===== src/rtl/vga_text_writer_if.sv =====
// Byte-stream input and bus-initiator signals of the VGA text writer.
// master is the writer's view; slave is the source/responder view.
interface vga_text_writer_if;
  logic        char_valid_i;
  logic [7:0]  char_i;
  logic [7:0]  color_i;
  logic        char_ready_o;
  logic        req_o;
  logic        write_enable_o;
  logic [3:0]  mem_be_o;
  logic [31:0] addr_o;
  logic [31:0] write_data_o;

  modport master (
    input  char_valid_i, char_i, color_i,
    output char_ready_o, req_o, write_enable_o,
    output mem_be_o, addr_o, write_data_o
  );

  modport slave (
    output char_valid_i, char_i, color_i,
    input  char_ready_o, req_o, write_enable_o,
    input  mem_be_o, addr_o, write_data_o
  );
endinterface


===== src/rtl/vga_text_writer.sv =====
// Text-console bus initiator: turns a byte stream into char_map/col_map
// writes, tracking a cursor and handling LF, CR, BS and FF.
module vga_text_writer #(
  parameter int          COLS       = 80,
  parameter int          ROWS       = 30,
  parameter logic [31:0] CHAR_BASE  = 32'h0000_0000,
  parameter logic [31:0] COLOR_BASE = 32'h0000_1000
) (
  input  logic        clk_i,
  input  logic        rst_i,
  vga_text_writer_if.master bus,
  output logic        busy_o,
  output logic [11:0] cursor_o
);

  localparam int NW = COLS * ROWS / 4;
  localparam int WW = $clog2(NW);
  localparam int RW = $clog2(ROWS);
  localparam int CW = $clog2(COLS);

  typedef enum logic [2:0] {
    IDLE, WR_CHAR, WR_COL, CLR_CHAR, CLR_COL
  } state_t;

  state_t        state;
  logic [RW-1:0] row;
  logic [CW-1:0] col;
  logic [WW-1:0] w;
  logic [7:0]    clr_q;
  logic          req;
  logic [3:0]    be;
  logic [31:0]   addr;
  logic [31:0]   wdata;

  logic [11:0]   cursor;
  logic [RW-1:0] row_inc;
  logic [31:0]   word_p;
  logic [3:0]    be_p;
  logic [WW-1:0] w_nxt;
  logic [31:0]   w_off;
  logic          w_last;
  logic          accept;
  logic          prt, lf, cr, bs, ff;

  always_comb begin
    cursor  = 12'(row) * 12'(COLS) + 12'(col);
    row_inc = (row == RW'(ROWS - 1)) ? '0 : row + 1'b1;
    word_p  = {20'b0, cursor[11:2], 2'b00};
    be_p    = 4'b0001 << cursor[1:0];
    w_nxt   = w + 1'b1;
    w_off   = 32'({w_nxt, 2'b00});
    w_last  = (w == WW'(NW - 1));
    accept  = bus.char_valid_i && (state == IDLE);
    prt     = (bus.char_i >= 8'h20) && (bus.char_i <= 8'h7E);
    lf      = (bus.char_i == 8'h0A);
    cr      = (bus.char_i == 8'h0D);
    bs      = (bus.char_i == 8'h08);
    ff      = (bus.char_i == 8'h0C);
  end

  always_ff @(posedge clk_i or posedge rst_i) begin
    if (rst_i) begin
      state <= IDLE;
      row   <= '0;
      col   <= '0;
      w     <= '0;
      clr_q <= '0;
      req   <= 1'b0;
      be    <= '0;
      addr  <= '0;
      wdata <= '0;
    end else begin
      unique case (state)
        IDLE: if (accept) begin
          clr_q <= bus.color_i;
          unique case (1'b1)
            prt: begin
              state <= WR_CHAR;
              req   <= 1'b1;
              be    <= be_p;
              addr  <= CHAR_BASE + word_p;
              wdata <= {4{bus.char_i}};
            end
            lf: begin
              col <= '0;
              row <= row_inc;
            end
            cr: col <= '0;
            bs: if (cursor != '0) begin
              if (col == '0) begin
                col <= CW'(COLS - 1);
                row <= row - 1'b1;
              end else begin
                col <= col - 1'b1;
              end
            end
            ff: begin
              state <= CLR_CHAR;
              w     <= '0;
              req   <= 1'b1;
              be    <= 4'hF;
              addr  <= CHAR_BASE;
              wdata <= 32'h2020_2020;
            end
            default: ;
          endcase
        end
        WR_CHAR: begin
          state <= WR_COL;
          addr  <= COLOR_BASE + word_p;
          wdata <= {4{clr_q}};
        end
        WR_COL: begin
          state <= IDLE;
          req   <= 1'b0;
          be    <= '0;
          addr  <= '0;
          wdata <= '0;
          if (col == CW'(COLS - 1)) begin
            col <= '0;
            row <= row_inc;
          end else begin
            col <= col + 1'b1;
          end
        end
        CLR_CHAR: begin
          if (w_last) begin
            state <= CLR_COL;
            w     <= '0;
            addr  <= COLOR_BASE;
            wdata <= {4{clr_q}};
          end else begin
            w    <= w_nxt;
            addr <= CHAR_BASE + w_off;
          end
        end
        CLR_COL: begin
          if (w_last) begin
            state <= IDLE;
            req   <= 1'b0;
            be    <= '0;
            addr  <= '0;
            wdata <= '0;
            row   <= '0;
            col   <= '0;
          end else begin
            w    <= w_nxt;
            addr <= COLOR_BASE + w_off;
          end
        end
        default: state <= IDLE;
      endcase
    end
  end

  assign bus.char_ready_o   = (state == IDLE);
  assign bus.req_o          = req;
  assign bus.write_enable_o = req;
  assign bus.mem_be_o       = be;
  assign bus.addr_o         = addr;
  assign bus.write_data_o   = wdata;
  assign busy_o             = (state != IDLE);
  assign cursor_o           = cursor;

endmodule


===== src/flat_wrapper.sv =====
// flat-port wrapper written by rule: the top's interface ports become plain ports
module vga_text_writer_flat 
#(
  parameter int          COLS       = 80,
  parameter int          ROWS       = 30,
  parameter logic [31:0] CHAR_BASE  = 32'h0000_0000,
  parameter logic [31:0] COLOR_BASE = 32'h0000_1000
)
  (clk_i, rst_i, busy_o, cursor_o, bus_char_valid_i, bus_char_i, bus_color_i, bus_char_ready_o, bus_req_o, bus_write_enable_o, bus_mem_be_o, bus_addr_o, bus_write_data_o);
  vga_text_writer_if bus_i ();
  input  logic clk_i;
  input  logic rst_i;
  output logic busy_o;
  output logic [11:0] cursor_o;
  input wire logic [$bits(bus_i.char_valid_i)-1:0] bus_char_valid_i;
  input wire logic [$bits(bus_i.char_i)-1:0] bus_char_i;
  input wire logic [$bits(bus_i.color_i)-1:0] bus_color_i;
  output wire logic [$bits(bus_i.char_ready_o)-1:0] bus_char_ready_o;
  output wire logic [$bits(bus_i.req_o)-1:0] bus_req_o;
  output wire logic [$bits(bus_i.write_enable_o)-1:0] bus_write_enable_o;
  output wire logic [$bits(bus_i.mem_be_o)-1:0] bus_mem_be_o;
  output wire logic [$bits(bus_i.addr_o)-1:0] bus_addr_o;
  output wire logic [$bits(bus_i.write_data_o)-1:0] bus_write_data_o;
  assign bus_i.char_valid_i = bus_char_valid_i;
  assign bus_i.char_i = bus_char_i;
  assign bus_i.color_i = bus_color_i;
  assign bus_char_ready_o = bus_i.char_ready_o;
  assign bus_req_o = bus_i.req_o;
  assign bus_write_enable_o = bus_i.write_enable_o;
  assign bus_mem_be_o = bus_i.mem_be_o;
  assign bus_addr_o = bus_i.addr_o;
  assign bus_write_data_o = bus_i.write_data_o;
  vga_text_writer #(.COLS(COLS), .ROWS(ROWS), .CHAR_BASE(CHAR_BASE), .COLOR_BASE(COLOR_BASE)) u_core (.clk_i(clk_i), .rst_i(rst_i), .bus(bus_i), .busy_o(busy_o), .cursor_o(cursor_o));
endmodule

===== config.mk =====
export PLATFORM = sky130hd
export DESIGN_NAME = vga_text_writer_flat
export DESIGN_NICKNAME = d
export VERILOG_FILES = /design/src/rtl/vga_text_writer_if.sv /design/src/rtl/vga_text_writer.sv /design/src/flat_wrapper.sv
export SDC_FILE = /design/constraint.sdc
export NUM_CORES = 1
export LEC_CHECK = 0
export BUFFER_PORTS_ARGS = -buffer_cell sky130_fd_sc_hd__buf_2
export CAP_MARGIN = 25
export CORE_ASPECT_RATIO = 0.5
export CORE_MARGIN = 2
export CORE_UTILIZATION = 40
export CTS_BUF_LIST = sky130_fd_sc_hd__clkbuf_4 sky130_fd_sc_hd__clkbuf_8
export DETAILED_ROUTE_END_ITERATION = 6
export PLACE_DENSITY = 0.69
export SLEW_MARGIN = 30
export SYNTH_ARGS = -nofsm -noshare
export SYNTH_HDL_FRONTEND = slang
export SYNTH_SLANG_ARGS = --single-unit

===== constraint.sdc =====
create_clock -name clk_i -period 4.5 [get_ports clk_i]
set_clock_uncertainty 0.2 [all_clocks]
set_input_delay 0.9 -clock clk_i [delete_from_list [all_inputs] [get_ports clk_i]]
set_output_delay 0.9 -clock clk_i [all_outputs]
set_load 0.01 [all_outputs]

==> impl_results.md <==
- Outcome: finished, final reports clean
- Max IR drop VDD: 0.1094 mV
- Hold Path Class: flip-flop to flip-flop
- Max-Cap Viols: 0
- Post-synth cell types: 66
- CP max FO: 11
- DRT iter0 DRCs: 261
- Startpoint types: flip-flop
- Final hold vios: 0
- CTS clk-pin slew, worst paths: 0.06 ns
- Initial antenna violation count: 0
- First-pass iteration count of the detailed router: 5
- Fin crit share: 85.20%
- PortBufs: 81
- Rows: 26
- Worst skew pair latency: 0.35 ns
- Fin cells: 656
- First-pass GRT wire length: 15470 um
- Worst setup EP type: output pin
- WL/cell: 14.90 um
- Die width: 147.8 um
- Dpl ws: 0.9169 ns
- CTS root buf: clkbuf_8
- Setup Buffers After CTS: 0
- Via count: 3478
- RSZ-0062 raised after global routing: false
- Util after Layout: 44.89%
- WP data arrival: 2.73 ns
- Async SR Flop Fraction: 100.0%
- Ranking of synthesized cells by area: dfrtp_1, buf_4, ha_1
- Cts hold-fix bufs: 0
- Worst setup path category: flip-flop to output pin
- Pin count of the biggest net entering global routing: 43
- Register area share after synthesis: 34.51%
- Synth top area share: 34.51%
- Final ANT Viol Nets: 0
- Synthesis-stage register bit count: 57
- Synth Cell Area: 4133 sq um
- Total grt overflow: 0
- Fin. max-slew vios: 0
- N_diodes: 0
- Mean Syn Cell Area: 8.774 sq um
- Commonest non-fill, non-tap cell in the layout: buf_2
- Setup TNS: 0 ns
- Post-synth EDFFs: 0
- CTS buffer count: 9
- Design Area, Final: 4542 sq um
- Critical Path RT: 3.40 ns
- H-tree levels: 3
- TritonCTS clock tree: yes
- Clock Tree Buf Depth: 2
- Measured slew at the worst slew-check pin: 0.7941 ns
- P_leak: 0.002238 uW
- Crit path time final: 3.834 ns
- DR DRC count: 0
- WL final: 9775 um
- Die Y: 75.88 um
- Maximum clock frequency: 260.8 MHz
- Clock sink count: 57
- Vias in the first global route: 2958
- Cell count after synthesis: 471
- Synth Flop Type: dfrtp_1
- DP HPWL: 7226 um
- I/O pins: 103
- Layout cell share with drive strength beyond 1: 23.64%
- Placed Instances: 640
- Power per cell area: 230.5 nW/um^2
- Area leader, netlist: dfrtp_1
- DP Area: 4337 sq um
- Final setup fails: 0
- Synth-to-layout area growth: 9.900%
- Relative slew slack: 46.95%
- Die area: 11210 sq um
- GP Congestion: 0.8664
- Cts repair resizes: 0
- Total track usage: 17.72%
- NumNets Final: 550
- Routed vias/inst: 5.302
- YS warnings: 0
- Placeable Area: 10120 sq um
- Starting density of the core: 40.85%
- Setup ws final: 0.6661 ns
- Commonest non-fill, non-tap cells in the layout: buf_2, dfrtp_1, nor2_1
==> worst paths after layout <==
kind / cells after the start / slack (ns) / endpoint / startpoint
worst min register to register: 2 / 0.30 / u_core.bus.mem_be_o[2]$_DFFE_PP0P_ / u_core.bus.mem_be_o[2]$_DFFE_PP0P_
worst max-delay path: 6 / 0.67 / cursor_o[11] / u_core.row[3]$_DFFE_PP0P_
worst min-delay path: 2 / 0.30 / u_core.bus.mem_be_o[2]$_DFFE_PP0P_ / u_core.bus.mem_be_o[2]$_DFFE_PP0P_
max in group asynchronous: 3 / 2.94 / u_core.row[2]$_DFFE_PP0P_ / rst_i
worst max register to register: 8 / 0.93 / u_core.col[1]$_DFFE_PP0P_ / u_core.row[3]$_DFFE_PP0P_
min in group asynchronous: 2 / 0.46 / u_core.w[0]$_DFFE_PP0P_ / rst_i
==> sequential cells by signal (all words and copies together) (netlist names) <==
name / cells
u_core.bus.addr_o: 11
u_core.bus.mem_be_o: 4
u_core.bus.req_o: 1
u_core.bus.write_data_o: 8
u_core.clr_q: 8
u_core.col: 7
u_core.row: 5
u_core.state: 3
u_core.w: 10
==> final cells by class <==
class	count	area, sq um
fillers	1008	5575
multi-input cells	347	2262
flip-flops and latches	57	1426
repair buffers	85	435.4
well taps	140	175.2
clock buffers	11	145.1
clock inverters	5	55.05
inverters	11	42.54
==> synth_stat cells, types with 8 or more instances <==
cell type	n
nand3_1	9
o21ai_0	26
xnor2_1	9
ha_1	18
a21o_1	12
nor2_1	41
nor3_1	11
inv_1	11
buf_4	52
a21oi_1	36
mux2_2	8
dfrtp_1	57
nand2_1	37
clkbuf_1	19
==> layer usage <==
layer  vias up  wire length [um]  GRT usage, %  share of wire (%)
met4         0                69         5.235               0.71
met2       109              4460         28.11                 46
met1      1677              4657         24.37                 48
met5         -                 0             0                  0
met3         5               588         4.431                6.0
li1       1687                 -             -                  -
==> critical path, cell delays in order (launching register included) <==
cell	delay [ns]
dfrtp_1	0.54
ha_1	0.32
ha_1	0.22
fa_1	0.56
nand2_1	0.11
o41ai_1	0.42
buf_2	0.21
==> power by group <==
group          internal, uW  switching (uW)
Combinational          10.7            30.8
Sequential              513           0.701
Clock                   275             217
Total                   798             248
==> cell families (layout without fill, tap and decap cells) <==
group,after synthesis,count (layout),synth area share [%]
fa+ha+maj,20,20,6.419
xor+xnor,16,16,3.391
other cells,1,21,0.09074
compound gates,132,132,21.25
mux,11,11,2.937
flops,57,57,34.51
buf+inv,87,112,12.78
simple gates,147,147,18.62
==> metrics by stage <==
stage,total power [uW],hold WS [ns]
after global placement,564.5,0.2864
final,1047,0.3033
after global routing,1083,0.3346
after detailed placement,565.1,0.2877
after CTS,1053,0.3058
after floorplan,559.6,0.2811
No activity file was read; power rests on OpenSTA's default activity.
